[src/rtl/ecc_pipe_pkg.sv]
// Shared widths, decode result type and small helpers for the pipelined SECDED engine.
package ecc_pipe_pkg;

  localparam int DATA_W   = 64;
  localparam int PARITY_B = 7;
  localparam int EW       = PARITY_B + 1;

  function automatic int lane_idx_w(input int lanes);
    return (lanes > 1) ? $clog2(lanes) : 1;
  endfunction

  typedef struct packed {
    logic [DATA_W-1:0] data;
    logic              sbe;
    logic              dbe;
    logic [EW-1:0]     syn;
  } dec_res_t;

  // a + b clamped to the largest w-bit value
  function automatic logic [31:0] sat_add(input logic [31:0] a, input logic [31:0] b, input int w);
    logic [32:0] sum;
    logic [32:0] lim;
    sum = {1'b0, a} + {1'b0, b};
    lim = (33'd1 << w) - 33'd1;
    return (sum > lim) ? lim[31:0] : sum[31:0];
  endfunction

endpackage

[src/rtl/ecc_err_log.sv]
// Saturating SBE/DBE lane counters and a first-error log with DBE upgrade; clear beats update.
module ecc_err_log
  import ecc_pipe_pkg::*;
#(
  parameter int LANES      = 2,
  parameter int ADDR_WIDTH = 32,
  parameter int CNT_WIDTH  = 16,
  parameter int LW         = lane_idx_w(LANES)
) (
  input  logic                      clk,
  input  logic                      rst_n,
  input  logic                      upd,
  input  logic                      err_clr,
  input  logic [LANES-1:0]          sbe,
  input  logic [LANES-1:0]          dbe,
  input  logic [ADDR_WIDTH-1:0]     addr,
  input  logic [LANES-1:0][EW-1:0]  syn,
  output logic [CNT_WIDTH-1:0]      sbe_cnt,
  output logic [CNT_WIDTH-1:0]      dbe_cnt,
  output logic                      log_valid,
  output logic                      log_is_dbe,
  output logic [ADDR_WIDTH-1:0]     log_addr,
  output logic [LW-1:0]             log_lane,
  output logic [EW-1:0]             log_syndrome,
  output logic                      irq_dbe
);

  logic [31:0]   sbe_pop;
  logic [31:0]   dbe_pop;
  logic [LW-1:0] sel_d;
  logic [LW-1:0] sel_s;
  logic [LW-1:0] sel;
  logic          any_dbe;
  logic          any_err;
  logic          log_wr;

  // Descending scan so the lowest erroring lane wins
  always_comb begin
    sbe_pop = '0;
    dbe_pop = '0;
    sel_d   = '0;
    sel_s   = '0;
    for (int l = LANES - 1; l >= 0; l--) begin
      if (dbe[l]) sel_d = LW'(l);
      if (sbe[l]) sel_s = LW'(l);
      sbe_pop = sbe_pop + 32'(sbe[l]);
      dbe_pop = dbe_pop + 32'(dbe[l]);
    end
    any_dbe = |dbe;
    any_err = |(sbe | dbe);
    sel     = any_dbe ? sel_d : sel_s;
  end

  assign log_wr  = upd & any_err & (~log_valid | (~log_is_dbe & any_dbe));
  assign irq_dbe = log_valid & log_is_dbe;

  always_ff @(posedge clk or negedge rst_n) begin
    if (!rst_n) begin
      sbe_cnt      <= '0;
      dbe_cnt      <= '0;
      log_valid    <= 1'b0;
      log_is_dbe   <= 1'b0;
      log_addr     <= '0;
      log_lane     <= '0;
      log_syndrome <= '0;
    end else if (err_clr) begin
      sbe_cnt      <= '0;
      dbe_cnt      <= '0;
      log_valid    <= 1'b0;
      log_is_dbe   <= 1'b0;
      log_addr     <= '0;
      log_lane     <= '0;
      log_syndrome <= '0;
    end else if (upd) begin
      sbe_cnt <= CNT_WIDTH'(sat_add(32'(sbe_cnt), sbe_pop, CNT_WIDTH));
      dbe_cnt <= CNT_WIDTH'(sat_add(32'(dbe_cnt), dbe_pop, CNT_WIDTH));
      if (log_wr) begin
        log_valid    <= 1'b1;
        log_is_dbe   <= any_dbe;
        log_addr     <= addr;
        log_lane     <= sel;
        log_syndrome <= syn[sel];
      end
    end
  end

endmodule

[src/rtl/ecc_secded.sv]
// One-lane Hamming(71,64)+overall-parity SECDED: check-bit generation and decode/correct.
module ecc_secded
  import ecc_pipe_pkg::*;
(
  input  logic [DATA_W-1:0] data_in,
  input  logic [EW-1:0]     ecc_in,
  output logic [EW-1:0]     ecc_gen,
  output dec_res_t          dec
);

  localparam int NPOS = DATA_W + PARITY_B;

  logic [PARITY_B-1:0] calc;
  logic [PARITY_B-1:0] syn;
  logic                ovr;
  logic                sbe;
  logic                dbe;

  // Data bits occupy the non-power-of-two codeword positions 3,5,6,7,9,...
  always_comb begin
    int di;
    calc = '0;
    di   = 0;
    for (int p = 1; p <= NPOS; p++) begin
      if ((p & (p - 1)) != 0) begin
        for (int i = 0; i < PARITY_B; i++)
          if (p[i]) calc[i] = calc[i] ^ data_in[di];
        di++;
      end
    end
  end

  assign ecc_gen = {(^data_in) ^ (^calc), calc};
  assign syn     = ecc_in[PARITY_B-1:0] ^ calc;
  assign ovr     = (^data_in) ^ (^ecc_in);
  // Odd overall parity with a syndrome outside the codeword is a multi-bit error
  assign sbe     = ovr & (int'(syn) <= NPOS);
  assign dbe     = (~ovr & (syn != '0)) | (ovr & (int'(syn) > NPOS));

  always_comb begin
    int dj;
    dec      = '0;
    dec.data = data_in;
    dj       = 0;
    for (int p = 1; p <= NPOS; p++) begin
      if ((p & (p - 1)) != 0) begin
        if (sbe && (int'(syn) == p)) dec.data[dj] = ~data_in[dj];
        dj++;
      end
    end
    dec.sbe = sbe;
    dec.dbe = dbe;
    dec.syn = {ovr, syn};
  end

endmodule

[src/rtl/ecc_pipe_engine.sv]
// Multi-lane SECDED engine: 1-stage registered encode, 2-stage registered decode, error RAS log.
module ecc_pipe_engine
  import ecc_pipe_pkg::*;
#(
  parameter int LANES       = 2,
  parameter int DATA_WIDTH  = DATA_W,
  parameter int PARITY_BITS = PARITY_B,
  parameter int ADDR_WIDTH  = 32,
  parameter int CNT_WIDTH   = 16
) (
  input  logic                                 clk,
  input  logic                                 rst_n,
  input  logic                                 ecc_en,
  input  logic                                 wr_in_valid,
  output logic                                 wr_in_ready,
  input  logic [LANES*DATA_WIDTH-1:0]          wr_in_data,
  output logic                                 wr_out_valid,
  input  logic                                 wr_out_ready,
  output logic [LANES*DATA_WIDTH-1:0]          wr_out_data,
  output logic [LANES*(PARITY_BITS+1)-1:0]     wr_out_ecc,
  input  logic                                 rd_in_valid,
  output logic                                 rd_in_ready,
  input  logic [LANES*DATA_WIDTH-1:0]          rd_in_data,
  input  logic [LANES*(PARITY_BITS+1)-1:0]     rd_in_ecc,
  input  logic [ADDR_WIDTH-1:0]                rd_in_addr,
  output logic                                 rd_out_valid,
  input  logic                                 rd_out_ready,
  output logic [LANES*DATA_WIDTH-1:0]          rd_out_data,
  output logic [ADDR_WIDTH-1:0]                rd_out_addr,
  output logic [LANES-1:0]                     rd_out_sbe,
  output logic [LANES-1:0]                     rd_out_dbe,
  input  logic                                 err_clr,
  output logic [CNT_WIDTH-1:0]                 sbe_cnt,
  output logic [CNT_WIDTH-1:0]                 dbe_cnt,
  output logic                                 log_valid,
  output logic                                 log_is_dbe,
  output logic [ADDR_WIDTH-1:0]                log_addr,
  output logic [lane_idx_w(LANES)-1:0]         log_lane,
  output logic [PARITY_BITS:0]                 log_syndrome,
  output logic                                 irq_dbe
);

  localparam int LW = lane_idx_w(LANES);

  // ---------------- write path ----------------
  logic [LANES-1:0][DATA_WIDTH-1:0] wr_lane_d;
  logic [LANES-1:0][EW-1:0]         wr_ecc_gen;
  dec_res_t [LANES-1:0]             enc_unused_dec;

  assign wr_lane_d   = wr_in_data;
  assign wr_in_ready = ~wr_out_valid | wr_out_ready;

  for (genvar l = 0; l < LANES; l++) begin : g_enc
    ecc_secded u_enc (
      .data_in (wr_lane_d[l]),
      .ecc_in  ('0),
      .ecc_gen (wr_ecc_gen[l]),
      .dec     (enc_unused_dec[l])
    );
  end

  always_ff @(posedge clk or negedge rst_n) begin
    if (!rst_n) begin
      wr_out_valid <= 1'b0;
      wr_out_data  <= '0;
      wr_out_ecc   <= '0;
    end else if (wr_in_valid & wr_in_ready) begin
      wr_out_valid <= 1'b1;
      wr_out_data  <= wr_in_data;
      wr_out_ecc   <= ecc_en ? wr_ecc_gen : '0;
    end else if (wr_out_ready) begin
      wr_out_valid <= 1'b0;
    end
  end

  // ---------------- read path ----------------
  logic [2:1]                       vld_pipe;
  logic                             s1_en;
  logic                             s2_en;
  logic [LANES-1:0][DATA_WIDTH-1:0] s1_data;
  logic [LANES-1:0][EW-1:0]         s1_ecc;
  logic [ADDR_WIDTH-1:0]            s1_addr;
  logic                             s1_ecc_en;
  dec_res_t [LANES-1:0]             s1_dec;
  logic [LANES-1:0][EW-1:0]         dec_unused_gen;
  logic [LANES-1:0][DATA_WIDTH-1:0] s2_data_nxt;
  logic [LANES-1:0]                 s2_sbe_nxt;
  logic [LANES-1:0]                 s2_dbe_nxt;
  logic [LANES-1:0][EW-1:0]         s2_syn_nxt;

  assign s2_en        = ~vld_pipe[2] | rd_out_ready;
  assign s1_en        = ~vld_pipe[1] | s2_en;
  assign rd_in_ready  = s1_en;
  assign rd_out_valid = vld_pipe[2];

  always_ff @(posedge clk or negedge rst_n) begin
    if (!rst_n) begin
      vld_pipe    <= '0;
      s1_data     <= '0;
      s1_ecc      <= '0;
      s1_addr     <= '0;
      s1_ecc_en   <= 1'b0;
      rd_out_data <= '0;
      rd_out_addr <= '0;
      rd_out_sbe  <= '0;
      rd_out_dbe  <= '0;
    end else begin
      if (s1_en) begin
        vld_pipe[1] <= rd_in_valid;
        if (rd_in_valid) begin
          s1_data   <= rd_in_data;
          s1_ecc    <= rd_in_ecc;
          s1_addr   <= rd_in_addr;
          s1_ecc_en <= ecc_en;
        end
      end
      if (s2_en) begin
        vld_pipe[2] <= vld_pipe[1];
        if (vld_pipe[1]) begin
          rd_out_data <= s2_data_nxt;
          rd_out_addr <= s1_addr;
          rd_out_sbe  <= s2_sbe_nxt;
          rd_out_dbe  <= s2_dbe_nxt;
        end
      end
    end
  end

  for (genvar l = 0; l < LANES; l++) begin : g_dec
    ecc_secded u_dec (
      .data_in (s1_data[l]),
      .ecc_in  (s1_ecc[l]),
      .ecc_gen (dec_unused_gen[l]),
      .dec     (s1_dec[l])
    );
  end

  // Bypass passes raw data with flags forced low; latency is unaffected
  always_comb begin
    s2_data_nxt = '0;
    s2_sbe_nxt  = '0;
    s2_dbe_nxt  = '0;
    s2_syn_nxt  = '0;
    for (int l = 0; l < LANES; l++) begin
      s2_data_nxt[l] = s1_ecc_en ? s1_dec[l].data : s1_data[l];
      s2_sbe_nxt[l]  = s1_ecc_en & s1_dec[l].sbe;
      s2_dbe_nxt[l]  = s1_ecc_en & s1_dec[l].dbe;
      s2_syn_nxt[l]  = s1_dec[l].syn;
    end
  end

  ecc_err_log #(
    .LANES      (LANES),
    .ADDR_WIDTH (ADDR_WIDTH),
    .CNT_WIDTH  (CNT_WIDTH),
    .LW         (LW)
  ) u_err_log (
    .clk          (clk),
    .rst_n        (rst_n),
    .upd          (vld_pipe[1] & s2_en),
    .err_clr      (err_clr),
    .sbe          (s2_sbe_nxt),
    .dbe          (s2_dbe_nxt),
    .addr         (s1_addr),
    .syn          (s2_syn_nxt),
    .sbe_cnt      (sbe_cnt),
    .dbe_cnt      (dbe_cnt),
    .log_valid    (log_valid),
    .log_is_dbe   (log_is_dbe),
    .log_addr     (log_addr),
    .log_lane     (log_lane),
    .log_syndrome (log_syndrome),
    .irq_dbe      (irq_dbe)
  );

endmodule

[config.mk]
export PLATFORM = sky130hd
export DESIGN_NAME = ecc_pipe_engine
export DESIGN_NICKNAME = d
export VERILOG_FILES = /design/src/rtl/ecc_pipe_pkg.sv /design/src/rtl/ecc_err_log.sv /design/src/rtl/ecc_secded.sv /design/src/rtl/ecc_pipe_engine.sv
export SDC_FILE = /design/constraint.sdc
export NUM_CORES = 1
export LEC_CHECK = 0
export CAP_MARGIN = 10
export CORE_AREA = 2 2 276 278
export DETAILED_ROUTE_END_ITERATION = 7
export DIE_AREA = 0 0 278 280
export PLACE_DENSITY = 0.74
export SLEW_MARGIN = 0
export SYNTH_ARGS = -nofsm -noshare
export SYNTH_HDL_FRONTEND = slang
export SYNTH_HIERARCHICAL = 1
export SYNTH_SLANG_ARGS = --single-unit
[constraint.sdc]
create_clock -name clk -period 7.2 [get_ports clk]
set_input_delay 0.72 -clock clk [delete_from_list [all_inputs] [get_ports clk]]
set_output_delay 0.72 -clock clk [all_outputs]
set_load 0.005 [all_outputs]
==> results.yml <==
timing:
  setup_viol_count_final: 0
  fin_crit_ps: 5360
  worst_pin_slew_ps: 1100
  tns_ps: 0
  holdWs_ps: 144
  rsz0062_at_grt: "false"
  fin_crit_sh: 0.745
  max_freq_ghz: 0.187
  drv_slew: 0
  final_hold_viol_count: 0
  slew-limit-headroom: 0.266
  setup_ws_ps: 1840
  fin_skew_ps: 31.5
detailed_routing:
  ant_nets: 0
  finalWirelength_um: 113000
  vias: 23800
  drcViolationCount: 0
  drt_first_pass_iters: 5
  routed_via_density: 5.54
  first_iter_violations: 2090
  routedWlPerCell_um: 26.3
placed_design:
  preCtsSetupSlack_ps: 2040
  placed_cells: 4158
  io_buffers: 699
  postPlaceCellArea_mm2: 0.0397
  place_congestion: 0.955
  dp_hpwl_um: 85200
synth:
  yosysWarnings: 6
  syn_avg_cell_area_um2: 12.2
  synth_fp_nets: 2941
  netlist_area_mm2: 0.0321
  synthCells: 2625
die:
  start_util: 0.427
  die_h_um: 280
  core_area_mm2: 0.0752
  num_rows: 101
  die_w_um: 278
  pin_count: 700
  die-area_mm2: 0.0778
cells_and_area:
  design_area_mm2: 0.0420
  nNetsFinal: 3566
  stdcell_count: 4290
  final_cell_mix: "clkdlybuf4s50_1, dfrtp_1, xnor2_1"
  area_delta_synth_final_pct: 30.8
  mostFrequentLayoutCell: "clkdlybuf4s50_1"
  drive_gt1_frac: 0.0643
worst_setup_path:
  path_max_fanout: 12
  r2r_slack_ps: 1840
  path_buf_inv: 0
  slowest_delay_ps: 810
  start_kind: "register"
  crit_chain: "xnor2_1 -> xnor3_1 -> xnor2_1 -> xor2_1 -> xor2_1 -> nand3_1 -> nor3_1 -> nor2_1 -> and2_1 -> fa_1 -> ha_1 -> and3_1 -> and3_1 -> a21boi_0 -> a211oi_1"
  worstPathArrival_ps: 5780
  end_kind: "register"
  slowest_stage: "xor2_1"
  worstSetupPathType: "reg -> reg"
  cp_top_family: "XOR/XNOR gates"
  required_ps: 7620
min_path:
  hold_path.class: "in -> async"
clocking:
  clk_pin_slew_worst_paths_ps: 60
  cts_tree: "yes"
  cts_setup_buffers: 0
  cts_resized: 0
  ctsHoldBuffers: 0
  clkLatencyLatePin_ps: 620
  clock-sinks: 563
  root_buffer: "clkbuf_16"
  cts_buffers: 67
  cts.htree.levels: 3
  clock_tree.buffer_depth: 3
run:
  maxCapViolations: 0
power:
  peakVddDrop_v: 0.000915
  leakage_nw: 17.5
  power.density_mw_per_mm2: 590
grt:
  grt_usage: 0.285
  overflow: 0
  grt_pass1_vias: 23400
  antenna_found_initial: 19
  grt_max_degree: 157
  grt_pass1_wl_um: 164000
run_status:
  status: "complete, no violations"
-- state kept, by name (all words and copies together) (netlist names), 32 cells and up --
| signal | count |
|---|---|
| wr_out_data | 128 |
| s1_data | 128 |
| rd_out_data | 128 |
| s1_addr | 32 |
| u_err_log/log_addr | 32 |
| rd_out_addr | 32 |
-- worst reg2reg max path, stage by stage, from the launching register on --
cell	delay, ps
dfrtp_1	440
xnor2_1	340
xnor3_1	520
xnor2_1	300
xor2_1	210
xor2_1	810
nand3_1	450
nor3_1	390
nor2_1	70
and2_1	240
fa_1	450
ha_1	240
and3_1	180
and3_1	240
a21boi_0	210
a211oi_1	110
-- layer usage --
layer  wire length (µm)  track usage
met1              48700        0.395
met2              52000        0.445
met3               8940       0.0635
met4               3300       0.0944
met5                 60            0
-- final cells by class --
type	count	area [µm²]
tap	978	1220
multi-input combinational	1877	17100
fill	6343	33200
antenna	15	37.5
inverter	20	75.1
timing repair buffer	721	7210
sequential	563	14100
clock inverter	26	367
clock buffer	90	1910
-- stage by stage --
step           utilization  power [mW]
2_1_floorplan            -        16.0
3_3_place_gp         0.527        20.7
3_5_place_dp         0.527        20.8
4_1_cts              0.558        24.5
5_1_grt              0.558        25.9
6_report             0.558        24.8
-- path summary, 6_finish.rpt --
check                                                 from                                end  depth (start not counted)
worst max-delay path               s1_data[80]$_DFFE_PN0P_  u_err_log/dbe_cnt[13]$_DFFE_PN0P_                         15
worst min-delay path                                 rst_n        wr_out_data[82]$_DFFE_PN0P_                          1
worst max register to register     s1_data[80]$_DFFE_PN0P_  u_err_log/dbe_cnt[13]$_DFFE_PN0P_                         15
worst min register to register  wr_out_ecc[15]$_DFFE_PN0P_         wr_out_ecc[15]$_DFFE_PN0P_                          1
max in group asynchronous                            rst_n            s1_data[59]$_DFFE_PN0P_                          2
min in group clk                wr_out_ecc[15]$_DFFE_PN0P_         wr_out_ecc[15]$_DFFE_PN0P_                          1
-- where the power goes --
group / switching [mW] / internal [mW]
combinational: 10.6 / 6.10
sequential: 0.641 / 3.84
clock: 1.43 / 2.12
Power figures use the tool's default switching activity.
